**config.mk**
```make
export PLATFORM = sky130hd
export DESIGN_NAME = shift_merge_sequencer
export DESIGN_NICKNAME = d
export VERILOG_FILES = /design/src/rtl/shift_merge_sequencer.sv
export SDC_FILE = /design/constraint.sdc
export NUM_CORES = 1
export LEC_CHECK = 0
export CORE_AREA = 2 2 148 150
export DETAILED_ROUTE_END_ITERATION = 7
export DIE_AREA = 0 0 150 152
export GPL_TIMING_DRIVEN = 0
export HOLD_SLACK_MARGIN = 0.1
export PLACE_DENSITY = 0.82
export SETUP_SLACK_MARGIN = 0.4
export SYNTH_ARGS = -nofsm -noshare
export SYNTH_HDL_FRONTEND = slang
export SYNTH_SLANG_ARGS = --single-unit
```
**constraint.sdc**
```tcl
create_clock -name clk -period 10.45 [get_ports clk]
set_input_delay 3.135 -clock clk [delete_from_list [all_inputs] [get_ports clk]]
set_output_delay 3.135 -clock clk [all_outputs]
set_load 0.005 [all_outputs]
```
**src/rtl/shift_merge_sequencer.sv**
```systemverilog
// Sequencer and round-robin arbiter for the shared shift/merge unit.
// Owns the SAR, issues one registered operation at a time, returns the result tagged by requester.
module shift_merge_sequencer #(
   parameter logic [0:4] SAR_RST_VAL = 5'd0
) (
   input  logic        clk,
   input  logic        rst,
   input  logic        req0_valid,
   output logic        req0_ready,
   input  logic [0:31] req0_instr,
   input  logic [0:31] req0_a,
   input  logic [0:31] req0_b,
   input  logic        req0_use_sar,
   input  logic        req1_valid,
   output logic        req1_ready,
   input  logic [0:31] req1_instr,
   input  logic [0:31] req1_a,
   input  logic [0:31] req1_b,
   input  logic        req1_use_sar,
   input  logic        sar_wr_en,
   input  logic [0:4]  sar_wr_data,
   output logic [0:4]  sar,
   output logic [0:31] smu_instr,
   output logic [0:4]  smu_sa_reg,
   output logic [0:31] smu_a,
   output logic [0:31] smu_b,
   input  logic [0:31] smu_res,
   output logic        rsp_valid,
   input  logic        rsp_ready,
   output logic        rsp_id,
   output logic [0:31] rsp_data
);

   typedef enum logic [1:0] {Idle, Exec, Resp} SeqState;

   SeqState     state;
   SeqState     nextState;
   logic        lastGrant;
   logic        grant0;
   logic        grant1;
   logic        accept;
   logic [0:31] issueInstr;
   logic [0:31] issueA;
   logic [0:31] issueB;
   logic [0:4]  issueSa;
   logic        issueId;
   logic        unusedUseSar;

   // The decode unit decides whether the SAR matters, so use_sar is carried but not acted on.
   assign unusedUseSar = req0_use_sar ^ req1_use_sar;

   // Round-robin: a lone requester always wins; on contention the port that did not win last time goes.
   assign grant0 = req0_valid & (~req1_valid | lastGrant);
   assign grant1 = req1_valid & (~req0_valid | ~lastGrant);
   assign accept = (req0_valid & req0_ready) | (req1_valid & req1_ready);
   assign rsp_valid = (state == Resp);

   // State register.
   always_ff @(posedge clk or posedge rst) begin
      if (rst) begin
         state <= Idle;
      end else begin
         state <= nextState;
      end
   end

   // Next-state decode plus the ready handshakes and the SMU drive, which is zero outside EXEC.
   always_comb begin
      nextState  = state;
      req0_ready = 1'b0;
      req1_ready = 1'b0;
      smu_instr  = '0;
      smu_sa_reg = '0;
      smu_a      = '0;
      smu_b      = '0;
      case (state)
         Idle: begin
            req0_ready = grant0;
            req1_ready = grant1;
            if (grant0 | grant1) begin
               nextState = Exec;
            end
         end
         Exec: begin
            smu_instr  = issueInstr;
            smu_sa_reg = issueSa;
            smu_a      = issueA;
            smu_b      = issueB;
            nextState  = Resp;
         end
         Resp: begin
            if (rsp_ready) begin
               nextState = Idle;
            end
         end
         default: nextState = Idle;
      endcase
   end

   // The SAR takes writes in every state; in-flight operations keep their own latched copy.
   always_ff @(posedge clk or posedge rst) begin
      if (rst) begin
         sar <= SAR_RST_VAL;
      end else if (sar_wr_en) begin
         sar <= sar_wr_data;
      end
   end

   // Issue registers load on accept, with a same-cycle SAR write bypassing the old value.
   always_ff @(posedge clk or posedge rst) begin
      if (rst) begin
         lastGrant  <= 1'b1;
         issueInstr <= '0;
         issueA     <= '0;
         issueB     <= '0;
         issueSa    <= '0;
         issueId    <= 1'b0;
         rsp_id     <= 1'b0;
         rsp_data   <= '0;
      end else begin
         if (accept) begin
            lastGrant  <= req1_ready;
            issueId    <= req1_ready;
            issueInstr <= req1_ready ? req1_instr : req0_instr;
            issueA     <= req1_ready ? req1_a : req0_a;
            issueB     <= req1_ready ? req1_b : req0_b;
            issueSa    <= sar_wr_en ? sar_wr_data : sar;
         end
         if (state == Exec) begin
            rsp_data <= smu_res;
            rsp_id   <= issueId;
         end
      end
   end

endmodule

```
==> run_summary.xml <==
<?xml version="1.0" encoding="UTF-8"?>
<metrics>
  <group name="worst_setup_path">
    <metric name="buffers_inverters_on_critical_path" unit="">5</metric>
    <metric name="cpPeakStageDelay" unit="ns">0.52</metric>
    <metric name="worst-endpoint-required" unit="ns">7.32</metric>
    <metric name="endpoint_kind" unit="">output port</metric>
    <metric name="worstRegToRegCells" unit="">6</metric>
    <metric name="critical_path_depth" unit="">6</metric>
    <metric name="timing.critical_path.mode_cell" unit="">clkdlybuf4s50_1</metric>
    <metric name="crit_path_cell_trace" unit="">clkdlybuf4s50_1 -&gt; inv_2 -&gt; buf_2 -&gt; o211ai_1 -&gt; inv_1 -&gt; clkdlybuf4s50_1</metric>
    <metric name="timing.rr.end" unit="">issueA[16]</metric>
    <metric name="worst-path-max-fanout" unit="">10</metric>
    <metric name="crit_path_category" unit="">in2out</metric>
    <metric name="crit_path_start" unit="">req1_valid</metric>
    <metric name="worst_ep_arrival_time" unit="ns">4.89</metric>
    <metric name="worst_r2r_startpoint" unit="">lastGrant</metric>
    <metric name="critPathSlowestCell" unit="">clkdlybuf4s50_1</metric>
    <metric name="setup.worst_path.start_class" unit="">input port</metric>
    <metric name="worst_setup_path_endpoint" unit="">req0_ready</metric>
    <metric name="reg2reg_slack" unit="ns">8.51</metric>
    <metric name="critical_path.top_delay_family" unit="">buffers and inverters</metric>
  </group>
  <group name="sta">
    <metric name="grt_setup_unrepaired" unit="">no</metric>
    <metric name="fmax" unit="MHz">125</metric>
    <metric name="finalClockSkew" unit="ns">0.00881</metric>
    <metric name="fin_crit" unit="ns">8.03</metric>
    <metric name="final_critical_path_setup_slack" unit="ns">2.42</metric>
    <metric name="setup-violations-final" unit="">0</metric>
    <metric name="max_slew.worst_pin.slew" unit="ns">0.692</metric>
    <metric name="slew_headroom" unit="%">53.8</metric>
    <metric name="pins_over_slew_limit" unit="">0</metric>
    <metric name="setup_tns" unit="ns">0</metric>
    <metric name="finalCritPeriodShare" unit="%">76.8</metric>
    <metric name="timing_hold_violations_final" unit="">0</metric>
  </group>
  <group name="finish">
    <metric name="multiInputGateArea" unit="um2">3270</metric>
    <metric name="final.fill_count" unit="">1927</metric>
    <metric name="finalNetCount" unit="">1479</metric>
    <metric name="layout-drive-gt1-share" unit="%">6.61</metric>
    <metric name="sequential_cell_area" unit="um2">3580</metric>
    <metric name="antenna_cells_inserted" unit="">0</metric>
    <metric name="area_delta_synth_final" unit="%">61.6</metric>
  </group>
  <group name="clock_tree">
    <metric name="post_cts_setup_buffer_count" unit="">0</metric>
    <metric name="post_cts_resized" unit="">0</metric>
    <metric name="tritoncts" unit="">done</metric>
    <metric name="clkSinkCount" unit="">143</metric>
    <metric name="cts.root.buffer_cell" unit="">clkbuf_16</metric>
    <metric name="ctsHoldBuffers" unit="">0</metric>
    <metric name="clkTransAtPathRegs" unit="ns">0.07</metric>
    <metric name="clk-insertion-delay-late" unit="ns">0.42</metric>
    <metric name="clock_tree.buffer_depth" unit="">2</metric>
    <metric name="cts_htree_levels" unit="">4</metric>
    <metric name="cts_made_buffers" unit="">17</metric>
  </group>
  <group name="yosys">
    <metric name="synth_area_leaders" unit="">dfrtp_1, o2111ai_1, o211ai_1</metric>
    <metric name="syn_inst" unit="">847</metric>
    <metric name="area_of_the_mapped_netlist" unit="um2">7640</metric>
    <metric name="yosys_warnings" unit="">0</metric>
    <metric name="synth_fp_nets" unit="">1084</metric>
    <metric name="synthMostInstantiatedCell" unit="">dfrtp_1</metric>
    <metric name="synth_top_family_by_area" unit="">compound AO/OA/AOI/OAI gates</metric>
    <metric name="ys_async_rst_share" unit="%">100</metric>
    <metric name="synth_fa_ha_area_share" unit="%">0</metric>
    <metric name="synth_flop_cell" unit="">dfrtp_1</metric>
    <metric name="yosys_reg_bits" unit="">143</metric>
    <metric name="synth.mux.area_fraction" unit="%">1.47</metric>
    <metric name="yosys-top-cells-count" unit="">dfrtp_1, and2_1, inv_1, nand2_1, o211ai_1</metric>
    <metric name="synth_enable_flop_cells" unit="">0</metric>
    <metric name="synth_compound_gate_area_share" unit="%">27.1</metric>
    <metric name="synthXorXnorAreaFrac" unit="%">0</metric>
    <metric name="yosys.area_share.simple" unit="%">14.2</metric>
    <metric name="yosysSeqAreaShare" unit="%">46.8</metric>
    <metric name="synth.largest_area_cell" unit="">dfrtp_1</metric>
    <metric name="yosys.cell_types.count" unit="">22</metric>
    <metric name="syn-mean-instance-area" unit="um2">9.02</metric>
    <metric name="yosysTopAreaCellShare" unit="%">46.5</metric>
  </group>
  <group name="flow_run">
    <metric name="drv.max_cap_violation_count" unit="">0</metric>
  </group>
  <group name="detailed_routing">
    <metric name="drtPass1Iterations" unit="">5</metric>
    <metric name="detail_route.iter0.violations" unit="">509</metric>
    <metric name="via_per_inst" unit="">5.34</metric>
    <metric name="detailroute.via_count" unit="">8195</metric>
    <metric name="drt-wirelength-per-cell" unit="um">19.2</metric>
    <metric name="route.detailed.drc" unit="">0</metric>
    <metric name="wl" unit="um">29400</metric>
    <metric name="route.antenna.remaining_nets" unit="">0</metric>
  </group>
  <group name="grt">
    <metric name="largest_net_degree_at_the_start_of_global_routing" unit="">74</metric>
    <metric name="overflow" unit="">0</metric>
    <metric name="antenna_found_initial" unit="">0</metric>
    <metric name="first_global_vias" unit="">8324</metric>
    <metric name="grt_pass1_wl" unit="um">45100</metric>
    <metric name="global_routing_usage_summed_across_all_routing_layers" unit="%">25.4</metric>
  </group>
  <group name="die">
    <metric name="initial_utilization" unit="%">35.8</metric>
    <metric name="floorplan.rows" unit="">54</metric>
    <metric name="floorplan.die.height" unit="um">152</metric>
    <metric name="floorplan.die_area" unit="um2">22800</metric>
    <metric name="floorplan.io_pins" unit="">379</metric>
    <metric name="die_x" unit="um">150</metric>
    <metric name="core_region_area" unit="um2">21400</metric>
  </group>
  <group name="min_path">
    <metric name="timing.hold.worst.start" unit="">rsp_data[10]</metric>
    <metric name="holdCritPathClass" unit="">reg2reg</metric>
  </group>
  <group name="pwr">
    <metric name="p_leak" unit="nW">5.17</metric>
    <metric name="ir_drop" unit="mV">0.0979</metric>
    <metric name="cellPowerDensity" unit="nW/um2">246</metric>
  </group>
  <group name="place">
    <metric name="gp_routability_congestion" unit="">0.887</metric>
    <metric name="portBuffers" unit="">375</metric>
    <metric name="hpwlAfterDp" unit="um">22300</metric>
    <metric name="placement.setup.worst_slack" unit="ns">2.40</metric>
  </group>
  <group name="status">
    <metric name="status" unit="">finished clean</metric>
  </group>
</metrics>
-- area by class of cell --
| type | count | share of cell area, % |
|---|---|---|
| well taps | 280 | 2.84 |
| flip-flops and latches | 143 | 29.0 |
| repair buffers | 376 | 30.6 |
| multi-input cells | 511 | 26.4 |
| clock inverters | 15 | 1.19 |
| plain buffers | 92 | 3.38 |
| inverters | 101 | 3.11 |
| clock buffers | 17 | 3.44 |
-- cell families after synthesis --
family / Yosys count
buf+inv: 193
flops: 143
mux: 10
simple gates: 209
compound gates: 292
-- per-stage QoR --
stage                     hold WS [ns]  std cells  util (%)  power (W)  area, um2
after floorplan                  0.439        847         -    0.00169       7640
after global placement           0.457       1502      55.0    0.00240      11700
after detailed placement         0.462       1503      55.2    0.00246      11800
after CTS                        0.478       1535      57.9    0.00306      12400
after global routing             0.496       1535      57.9    0.00325      12400
final                            0.477       1535      57.9    0.00304      12400
-- state kept, by name (all words and copies together) (netlist names) --
name and cells:
issueId 1, issueB 32, sar 5, rsp_data 32, state 2, lastGrant 1
issueA 32, issueSa 5, rsp_id 1, issueInstr 32
-- layer usage --
layer,wire (um),track usage (%)
met1,11300,30.0
met4,1110,10.1
met5,0,0
met3,2420,6.73
met2,14600,43.6
-- power by group --
part | switching, W | total (W) | internal (W)
clock network | 0.000280 | 0.000597 | 0.000317
registers | 0.000120 | 0.000940 | 0.000820
logic | 0.000770 | 0.00151 | 0.000736
-- worst register-to-register path, delay by kind of cell, from the launching register on --
kind                   cells  cell delay (ns)
buffers and inverters      3             0.84
flip-flops                 1             0.51
AND/OR/NAND/NOR            2             0.33
AO/OA/AOI/OAI              1             0.14
-- worst min path at each step --
stage / cells after the start / slack [ns] / end
after floorplan: 2 / 0.44 / rsp_id
after global placement: 2 / 0.46 / rsp_data[16]
after detailed placement: 2 / 0.46 / rsp_data[20]
after CTS: 2 / 0.48 / rsp_data[20]
after global routing: 2 / 0.50 / rsp_id
final: 2 / 0.48 / rsp_data[10]
-- placed cells by master (no fill, tap or decap), types with 4 or more instances in the layout --
master           instances
and2_1                 101
buf_2                   26
buf_6                    5
clkbuf_1                59
clkbuf_16               17
clkdlybuf4s50_1        375
dfrtp_1                142
inv_1                   99
inv_6                    6
inv_8                    4
mux2_2                  10
nand2_1                100
o2111ai_1               96
o211ai_1                97
o21ai_0                 95
(Power assumes the default switching activity.)
